### src/rtl/instr_fetch_queue_pkg.sv
// instr_fetch_queue_pkg: shared types, MIPS opcode constants and branch predecode helper
// Contents: word_t, fetch_entry_t, OP_/F_/B_ constants, is_branch_op()
package instr_fetch_queue_pkg;

    typedef logic [31:0] word_t;

    typedef struct packed {
        word_t pc;
        word_t instr;
        logic  adel;
        logic  is_branch;
        logic  in_delay_slot;
    } fetch_entry_t;

    localparam logic [5:0] OP_RT   = 6'h00;
    localparam logic [5:0] OP_BGEZ = 6'h01;
    localparam logic [5:0] OP_J    = 6'h02;
    localparam logic [5:0] OP_JAL  = 6'h03;
    localparam logic [5:0] OP_BEQ  = 6'h04;
    localparam logic [5:0] OP_BNE  = 6'h05;
    localparam logic [5:0] OP_BLEZ = 6'h06;
    localparam logic [5:0] OP_BGTZ = 6'h07;

    localparam logic [5:0] F_JR    = 6'h08;
    localparam logic [5:0] F_JALR  = 6'h09;

    localparam logic [4:0] B_BLTZ   = 5'h00;
    localparam logic [4:0] B_BGEZ   = 5'h01;
    localparam logic [4:0] B_BLTZAL = 5'h10;
    localparam logic [4:0] B_BGEZAL = 5'h11;

    // REGIMM only branches for the four listed rt codes; other rt values are traps etc.
    function automatic logic is_branch_op(word_t instr);
        logic [5:0] op;
        logic [4:0] rt;
        logic [5:0] fn;
        op = instr[31:26];
        rt = instr[20:16];
        fn = instr[5:0];
        return (op == OP_BEQ) || (op == OP_BNE) || (op == OP_BGTZ) || (op == OP_BLEZ) ||
               (op == OP_J) || (op == OP_JAL) ||
               ((op == OP_BGEZ) && ((rt == B_BGEZ) || (rt == B_BLTZ) ||
                                    (rt == B_BGEZAL) || (rt == B_BLTZAL))) ||
               ((op == OP_RT) && ((fn == F_JR) || (fn == F_JALR)));
    endfunction

endpackage

### src/rtl/instr_fetch_queue_if.sv
// instr_fetch_queue_if: fetch-side push and decode-side pop handshakes of the fetch queue
// master: fetch/decode environment (drives in_* payload, in_valid, out_ready)
// slave:  the queue (drives in_ready and all out_*)
interface instr_fetch_queue_if;
    import instr_fetch_queue_pkg::*;

    logic  in_valid;
    logic  in_ready;
    word_t in_pc;
    word_t in_instr;
    logic  in_adel;
    logic  out_valid;
    logic  out_ready;
    word_t out_pc;
    word_t out_instr;
    logic  out_adel;
    logic  out_is_branch;
    logic  out_in_delay_slot;

    modport master (
        output in_valid, in_pc, in_instr, in_adel, out_ready,
        input  in_ready, out_valid, out_pc, out_instr, out_adel, out_is_branch, out_in_delay_slot
    );

    modport slave (
        input  in_valid, in_pc, in_instr, in_adel, out_ready,
        output in_ready, out_valid, out_pc, out_instr, out_adel, out_is_branch, out_in_delay_slot
    );

endinterface

### src/rtl/instr_fetch_queue_predecode.sv
// fetch_predecode: combinational branch/jump classification of an incoming word
// Ports: instr_i (raw word), adel_i (address error), is_branch_o (branch/jump, 0 on adel)
module fetch_predecode
    import instr_fetch_queue_pkg::*;
(
    input  word_t instr_i,
    input  logic  adel_i,
    output logic  is_branch_o
);

    // A faulted fetch returns garbage, so its bits must not look like a branch.
    assign is_branch_o = !adel_i && is_branch_op(instr_i);

endmodule

### src/rtl/instr_fetch_queue.sv
// instr_fetch_queue: show-ahead FIFO between I-cache response and decode with branch/delay-slot predecode
// Ports: clk, resetn (async active-low), flush (discard everything), bus (slave: push in_*, pop out_*),
//        count (registered occupancy, 0..DEPTH)
module instr_fetch_queue
    import instr_fetch_queue_pkg::*;
#(
    parameter int DEPTH = 8
) (
    input  logic                       clk,
    input  logic                       resetn,
    input  logic                       flush,
    instr_fetch_queue_if.slave         bus,
    output logic [$clog2(DEPTH+1)-1:0] count
);

    localparam int AW = $clog2(DEPTH);
    localparam int CW = $clog2(DEPTH + 1);

    fetch_entry_t    mem_q [DEPTH];
    fetch_entry_t    head;
    logic [AW-1:0]   wr_q, wr_d, rd_q, rd_d;
    logic [CW-1:0]   cnt_q, cnt_d;
    logic            last_q, last_d;
    logic            br, full, empty, push, pop;

    fetch_predecode u_predecode (
        .instr_i     (bus.in_instr),
        .adel_i      (bus.in_adel),
        .is_branch_o (br)
    );

    assign full          = cnt_q == CW'(DEPTH);
    assign empty         = cnt_q == '0;
    // in_ready depends only on occupancy: a full queue never passes a push through a pop.
    assign bus.in_ready  = !full;
    assign bus.out_valid = !empty;
    assign push          = bus.in_valid && !full && !flush;
    assign pop           = !empty && bus.out_ready && !flush;
    assign count         = cnt_q;

    // Stale storage is masked so decode sees zeros whenever the queue is empty.
    assign head                  = empty ? '0 : mem_q[rd_q];
    assign bus.out_pc            = head.pc;
    assign bus.out_instr         = head.instr;
    assign bus.out_adel          = head.adel;
    assign bus.out_is_branch     = head.is_branch;
    assign bus.out_in_delay_slot = head.in_delay_slot;

    always_comb begin
        wr_d   = wr_q;
        rd_d   = rd_q;
        cnt_d  = cnt_q;
        last_d = last_q;
        if (flush) begin
            wr_d   = '0;
            rd_d   = '0;
            cnt_d  = '0;
            last_d = 1'b0;
        end else begin
            if (push) begin
                wr_d   = wr_q + 1'b1;
                last_d = br;
            end
            if (pop) rd_d = rd_q + 1'b1;
            cnt_d = cnt_q + CW'(push) - CW'(pop);
        end
    end

    always_ff @(posedge clk or negedge resetn) begin
        if (!resetn) begin
            wr_q   <= '0;
            rd_q   <= '0;
            cnt_q  <= '0;
            last_q <= 1'b0;
        end else begin
            wr_q   <= wr_d;
            rd_q   <= rd_d;
            cnt_q  <= cnt_d;
            last_q <= last_d;
        end
    end

    always_ff @(posedge clk) begin
        if (push) mem_q[wr_q] <= '{pc: bus.in_pc, instr: bus.in_instr, adel: bus.in_adel,
                                   is_branch: br, in_delay_slot: last_q};
    end

endmodule
### src/flat_wrapper.sv
// flat-port wrapper written by rule: the top's interface ports become plain ports
module instr_fetch_queue_flat import instr_fetch_queue_pkg::*;
#(
    parameter int DEPTH = 8
)
  (clk, resetn, flush, count, bus_in_valid, bus_in_pc, bus_in_instr, bus_in_adel, bus_out_ready, bus_in_ready, bus_out_valid, bus_out_pc, bus_out_instr, bus_out_adel, bus_out_is_branch, bus_out_in_delay_slot);
  instr_fetch_queue_if bus_i ();
  input  logic clk;
  input  logic resetn;
  input  logic flush;
  output logic [$clog2(DEPTH+1)-1:0] count;
  input wire logic [$bits(bus_i.in_valid)-1:0] bus_in_valid;
  input wire logic [$bits(bus_i.in_pc)-1:0] bus_in_pc;
  input wire logic [$bits(bus_i.in_instr)-1:0] bus_in_instr;
  input wire logic [$bits(bus_i.in_adel)-1:0] bus_in_adel;
  input wire logic [$bits(bus_i.out_ready)-1:0] bus_out_ready;
  output wire logic [$bits(bus_i.in_ready)-1:0] bus_in_ready;
  output wire logic [$bits(bus_i.out_valid)-1:0] bus_out_valid;
  output wire logic [$bits(bus_i.out_pc)-1:0] bus_out_pc;
  output wire logic [$bits(bus_i.out_instr)-1:0] bus_out_instr;
  output wire logic [$bits(bus_i.out_adel)-1:0] bus_out_adel;
  output wire logic [$bits(bus_i.out_is_branch)-1:0] bus_out_is_branch;
  output wire logic [$bits(bus_i.out_in_delay_slot)-1:0] bus_out_in_delay_slot;
  assign bus_i.in_valid = bus_in_valid;
  assign bus_i.in_pc = bus_in_pc;
  assign bus_i.in_instr = bus_in_instr;
  assign bus_i.in_adel = bus_in_adel;
  assign bus_i.out_ready = bus_out_ready;
  assign bus_in_ready = bus_i.in_ready;
  assign bus_out_valid = bus_i.out_valid;
  assign bus_out_pc = bus_i.out_pc;
  assign bus_out_instr = bus_i.out_instr;
  assign bus_out_adel = bus_i.out_adel;
  assign bus_out_is_branch = bus_i.out_is_branch;
  assign bus_out_in_delay_slot = bus_i.out_in_delay_slot;
  instr_fetch_queue #(.DEPTH(DEPTH)) u_core (.clk(clk), .resetn(resetn), .flush(flush), .bus(bus_i), .count(count));
endmodule
### config.mk
export PLATFORM = sky130hd
export DESIGN_NAME = instr_fetch_queue_flat
export DESIGN_NICKNAME = d
export VERILOG_FILES = /design/src/rtl/instr_fetch_queue_pkg.sv /design/src/rtl/instr_fetch_queue_if.sv /design/src/rtl/instr_fetch_queue_predecode.sv /design/src/rtl/instr_fetch_queue.sv /design/src/flat_wrapper.sv
export SDC_FILE = /design/constraint.sdc
export NUM_CORES = 1
export LEC_CHECK = 0
export ABC_AREA = 1
export BUFFER_PORTS_ARGS = -buffer_cell sky130_fd_sc_hd__buf_2
export CAP_MARGIN = 0
export CORE_ASPECT_RATIO = 0.9
export CORE_MARGIN = 2
export CORE_UTILIZATION = 45
export DETAILED_ROUTE_END_ITERATION = 10
export PLACE_DENSITY = 0.73
export SLEW_MARGIN = 10
export SYNTH_ARGS = -nofsm -noshare
export SYNTH_HDL_FRONTEND = slang
export SYNTH_SLANG_ARGS = --single-unit
### constraint.sdc
create_clock -name clk -period 5.9 [get_ports clk]
set_input_delay 0.295 -clock clk [delete_from_list [all_inputs] [get_ports clk]]
set_output_delay 0.295 -clock clk [all_outputs]
set_load 0.01 [all_outputs]
== Word-level counts from Yosys, hierarchy flattened ==
Memory sizes are Yosys's and may differ from the RTL's.
Cells that the tools add are included.
Operators by class
  add/sub/neg operators: 4
  equal/unequal tests: 13
  mux-type cells: 10
  reduce and logical (&&, ||, !) cells: 27
Operators with widths (number)
  67-bit 2-to-1 mux: 1
  6-bit by 3-bit == test with 1-bit output (second input constant): 4
  6-bit by 2-bit == test with 1-bit output (second input constant): 2
  6-bit by 4-bit == test with 1-bit output (second input constant): 2
  3-bit 2-to-1 mux: 4
  1-bit logical OR: 11
  5-bit == test (second input constant): 2
  1-bit logical AND: 7
  3-bit by 1-bit adder with 3-bit output (second input constant): 2
  6-bit by 1-bit == test with 1-bit output (second input constant): 1
  6-bit zero test: 1
  5-bit by 1-bit == test with 1-bit output (second input constant): 1
  5-bit zero test: 1
  4-bit by 1-bit adder with 4-bit output: 1
  4-bit == test (second input constant): 1
  1-bit zero test: 4
  4-bit zero test: 1
  1-bit 2-to-1 mux: 4
  4-bit 2-to-1 mux: 1
  2-bit nonzero test: 2
  4-bit by 1-bit subtractor with 4-bit output: 1
Word-level totals
  register bits: 11
  RAM bits: 536
  input port bits: 70
  output and inout bits: 73
  memories: 1
Memory list
  u_core.mem_q: words 8, width 67, rd ports 1, clocked after Yosys merged registers in 0, wr ports 1, RTL line instr_fetch_queue.sv:19  | fetch_entry_t mem_q [DEPTH];

== Depth between registers and ports, before layout ==
  depth in word-level cells: 11
  gate-level depth with buffers: 12
  depth with buffers taken out: 12

== Modules after synthesis ==
Synthesis repeated with hierarchy kept, for this count alone.
Unflattened totals
  cell total of the unflattened synthesis: 2423
  area total of the unflattened synthesis: 24085.6 um^2
Modules (own cells, without submodules)
  instr_fetch_queue: times used 1, cells each 2406, area each 24019.3 um^2
  fetch_predecode: times used 1, cells each 17, area each 66.3 um^2

== Worst setup path after synthesis ==
Ideal clock, no wire load.
  path kind: flip-flop to flip-flop
  start: reg u_core.cnt_q[2] (netlist: u_core.count[2])
  end: mem u_core.mem_q[0][0] (netlist bit) (enable)
  library setup time: 0.493 ns
  arrival: 4.067 ns
  data required time: 5.407 ns
  slack: 1.341 ns
  stages on the path, launching flop included: 8
  buffers on the path: 0
  period minus slack after synthesis: 4.559 ns
  path through: dfrtp_1 > inv_1 > ha_1 > nand3_1 > nand2_1 > nor2_1 > nand2_1 > nor2_1
On the way
  cells in the longest elaborated chain, start to end: 6
Ends and longest elaborated chain
  start: declaration: RTL line instr_fetch_queue.sv:22  | logic [CW-1:0] cnt_q, cnt_d;
  start signal: assignment: RTL line instr_fetch_queue.sv:78  | cnt_q <= cnt_d;
  4-bit == test: RTL line instr_fetch_queue.sv:32  | assign full = cnt_q == CW'(DEPTH);
  1-bit zero test
  named net bus_in_ready: RTL line flat_wrapper.sv:17  | output wire logic [$bits(bus_i.in_ready)-1:0] bus_in_ready;
  1-bit logical AND (2 in a row): RTL line instr_fetch_queue.sv:37  | assign push = bus.in_valid && !full && !flush;
  1-bit 2-to-1 mux: RTL line instr_fetch_queue.sv:84  | if (push) mem_q[wr_q] <= '{pc: bus.in_pc, instr: bus.in_instr, adel: bus.in_adel,
  1-bit 2-to-1 mux (implied by the code): RTL line instr_fetch_queue.sv:84
  end: declaration: RTL line instr_fetch_queue.sv:19
The timed path passes the listed nets, and every way through them passes these cells.

== Final worst setup path ==
  start: reg u_core.rd_q[2]
  end: out bus_out_instr[17]
On the way
  cells in the longest elaborated chain, start to end: 2
Ends and longest elaborated chain
  start: declaration: RTL line instr_fetch_queue.sv:21  | logic [AW-1:0] wr_q, wr_d, rd_q, rd_d;
  start signal: assignment: RTL line instr_fetch_queue.sv:77  | rd_q <= rd_d;
  memory 8 x 67 bit
  67-bit 2-to-1 mux: RTL line instr_fetch_queue.sv:42  | assign head = empty ? '0 : mem_q[rd_q];
  end: declaration: RTL line flat_wrapper.sv:20  | output wire logic [$bits(bus_i.out_instr)-1:0] bus_out_instr;
No other way between the ends.

==> impl_results.md <==
- Post-layout nets: ~2,500
- Share of layout cells above drive strength 1: 10.7%
- Die height: 220 um
- Setup-failing EPs final: 0
- Clock Power Share: 31.6%
- Power, Total: 11.1 mW
- Routed len/inst: ~18 um
- Seq/Total Area, Yosys: 70.2%
- Initial antenna violation count: 8
- Yosys Warn Count: 0
- Root buf cell: clkbuf_16
- Post-Synth XOR/XNOR Area: 0.113%
- GRT Util Overall: 20.5%
- Dominant cell type by area after synthesis: edfxtp_1
- Hold WS: 0.00954 ns
- Most used cell, CP: nor2_1
- Buffers on Ports: 142
- Switching portion of total power: 33.1%
- Combinational cell fraction of total power: 28.0%
- Compound-cell area share of the yosys netlist: 1.61%
- Max cap viols: 0
- Finished Layout Cells: 3,121
- Syn avg cell area: 10.5 sq um
- I/O Pins: 143
- GP Congestion: 0.778
- R2r startpoint: u_core.count[2]
- Crit end category: output port
- Adder-cell share of the synthesized area: 0.515%
- Hold_sp: bus_in_pc[19]
- Core Footprint: 51,500 sq um
- ANT nets after route: 0
- Total CTS buffers: 57
- Routed WL: about 55,000 um
- Longest Clk Path Bufs: 3
- WL met2: roughly 26,000 um
- Top cells by area, synth: edfxtp_1 (69%), nand2_1 (13%), inv_1 (4.6%)
- Initial Util: 45.3%
- Post-synth ARST share: between 2 and 2.5%
- Final Hold Viols: 0
- WS Path Type: register to output port
- Seq cells post-synth: 547
- Static leakage: 11.5 nW
- Die area: 53,700 sq um
- Final worst slack: 1.52 ns
- Via/cell ratio: 5.07
- NetSw: 3.69 mW
- Vias in the first global route: 16,000
- Setup TNS: 0 ns
- Status: completed
- Worst slack at placement: between 2 and 2.5 ns
- RSZ-0062 raised after global routing: no
- Critical Path Slowest Stage Cell: dfrtp_4
- Post-Syn Area: 23,300 sq um
- M1 wire length: 23,700 um
- FILL cells: 4,281
- Most used DFF post-synth: edfxtp_1
- Worst-Margin Slew: between 1 and 1.5 ns
- DRT Pass-1 Iters: 5
- Peak supply drop: approximately 560 uV
- # DRC: 0
- R2R Setup Slk: ~2.4 ns
- Area delta synth->final: 15.5%
- Htree depth: 2
- Worst-case clock skew: approximately 0.017 ns
- Post-synth EDFFs: 536
- Hold Path Class: input pin to register
- Placed Cells: 2,956
- Crit share post-route: 74.2%
- Post-synthesis mux area share: 0%
- Fin crit period: around 4.4 ns
- Routed vias: roughly 16,000
- Simple-Gate Fraction of Synth Area: approximately a fifth
- DR WL met3: between 3000 and 4000 um
- Fin util: between 50% and 60%
- Clk slew on worst S/H paths: roughly 0.060 ns
- Top sig layer: met5
- Gr ovfl total: 0
- CP peak stage delay: 1.12 ns
- Sequential Power Share: 40.3%
- Post-placement cell area: between 20,000 and 25,000 sq um
- First-pass GRT wire length: 85,500 um
- Post-DP HPWL: slightly below 30,000 um
- WP data required: 5.61 ns
- Initial DRC Count: ~1,600
- Design area: 27,000 sq um
- CTS tree: built
- Area share of the largest cell type after synthesis: 69.0%
- Fmax: 228 MHz
- Critical path arrival: 4.08 ns
- Syn nets: 2,295
- Slew headroom: 14.5%
- Slew Limit Fails: 0
- Clk sinks: 547
- Horiz. Die Dim: roughly 240 um
- Crit-path cells: clkinv_2, buf_4, nand2_1, nor2_1, nor2_1, buf_2
- Dominant combinational cell family by area after synthesis: simple AND/OR/NAND/NOR gates
- Largest net degree at the start of global routing: 197
- Beginning of the critical path: u_core.rd_q[2]
- Startpoint Class: register
- Clock latency at the later pin of the worst-skew pair: 0.61 ns
- Row count: ~80
- Pwr dens: roughly 410 nW/um^2
- Int Power: ~7.5 mW
- CP max FO: 69
- Post-synth cell types: 21
- Syn Inst Count: approximately 2,200
-- state kept, by name (all words and copies together), names as in the netlist --
name and flops:
u_core.rd_q 3, u_core.wr_q 3, u_core.last_q 1, u_core.mem_q 536
u_core.count 4
-- cells in the mapped netlist, drive strengths merged (2+ instances only) --
cell,n
nand2,819
edfxtp,536
inv,285
nand3,212
nor2,154
buf,91
a21oi,69
clkbuf,19
dfrtp,11
ha,8
o21ai,6
xor2,2
-- power by group through the flow --
stage | registers, mW | logic (mW) | clock network, mW
after floorplan | 4.55 | 2.10 | 0
after global placement | 4.57 | 3.04 | 0
after detailed placement | 4.58 | 3.08 | 0
after CTS | 4.50 | 3.13 | 3.56
after global routing | 4.51 | 3.49 | 3.71
final | 4.50 | 3.13 | 3.52
-- layout by cell type, fill, tap and decap left out, types with 12 or more instances in the layout --
master,count
clkbuf_16,59
inv_1,282
nor2_1,146
buf_4,19
nand2_1,819
edfxtp_1,536
clkinv_2,15
dlygate4sd3_1,60
a21oi_1,69
nand3_1,211
buf_2,142
clkinv_1,12
-- per-layer routing --
metal  up-vias  GRT usage (%)
li1       7512              -
met1      7649           27.0
met2       535           34.8
met3       109           3.50
met4         8           7.07
met5         -              0
-- critical path, delay by kind of cell (launching register included) --
kind | cells | cell delay, ns
DFF | 1 | 1.12
and+or+nand+nor | 3 | 0.51
buffers and inverters | 3 | 1.83
-- final timing paths --
path                                             to  cells past startpoint
worst max-delay path              bus_out_instr[17]                      6
worst min-delay path            u_core.mem_q[4][54]                      1
worst max register to register  u_core.mem_q[0][42]                      8
worst min register to register       u_core.wr_q[0]                      2
max in group asynchronous            u_core.rd_q[1]                      2
min in group asynchronous           u_core.count[2]                      2
-- cells by family (layout without fill, tap and decap cells) --
kind of cell	after synthesis	in the layout
AND/OR/NAND/NOR	1187	1187
XOR/XNOR	3	3
other	0	2
adder cells (fa/ha/maj)	9	9
AO/OA/AOI/OAI	75	75
buffers and inverters	395	610
flip-flops	547	547
-- what timing repair did --
item | 4_1_cts | 5_1_grt
resized for setup | 0 | 0
endpoints found under the hold margin | 473 | 0
hold buffers | 60 | 0
buffers inserted | 0 | 0
-- area by class of cell --
class                      instances  area (sq um)  area share [%]
inverter                         285          1080            4.01
multi-input combinational       1274          5320            19.7
clock buffer                      67          1510            5.59
clock inverter                    36           332            1.23
tap                              688           861            3.19
timing repair buffer             222          1470            5.47
sequential                       547         16400            60.8
antenna                            2          5.00          0.0186
(Power assumes the default switching activity.)
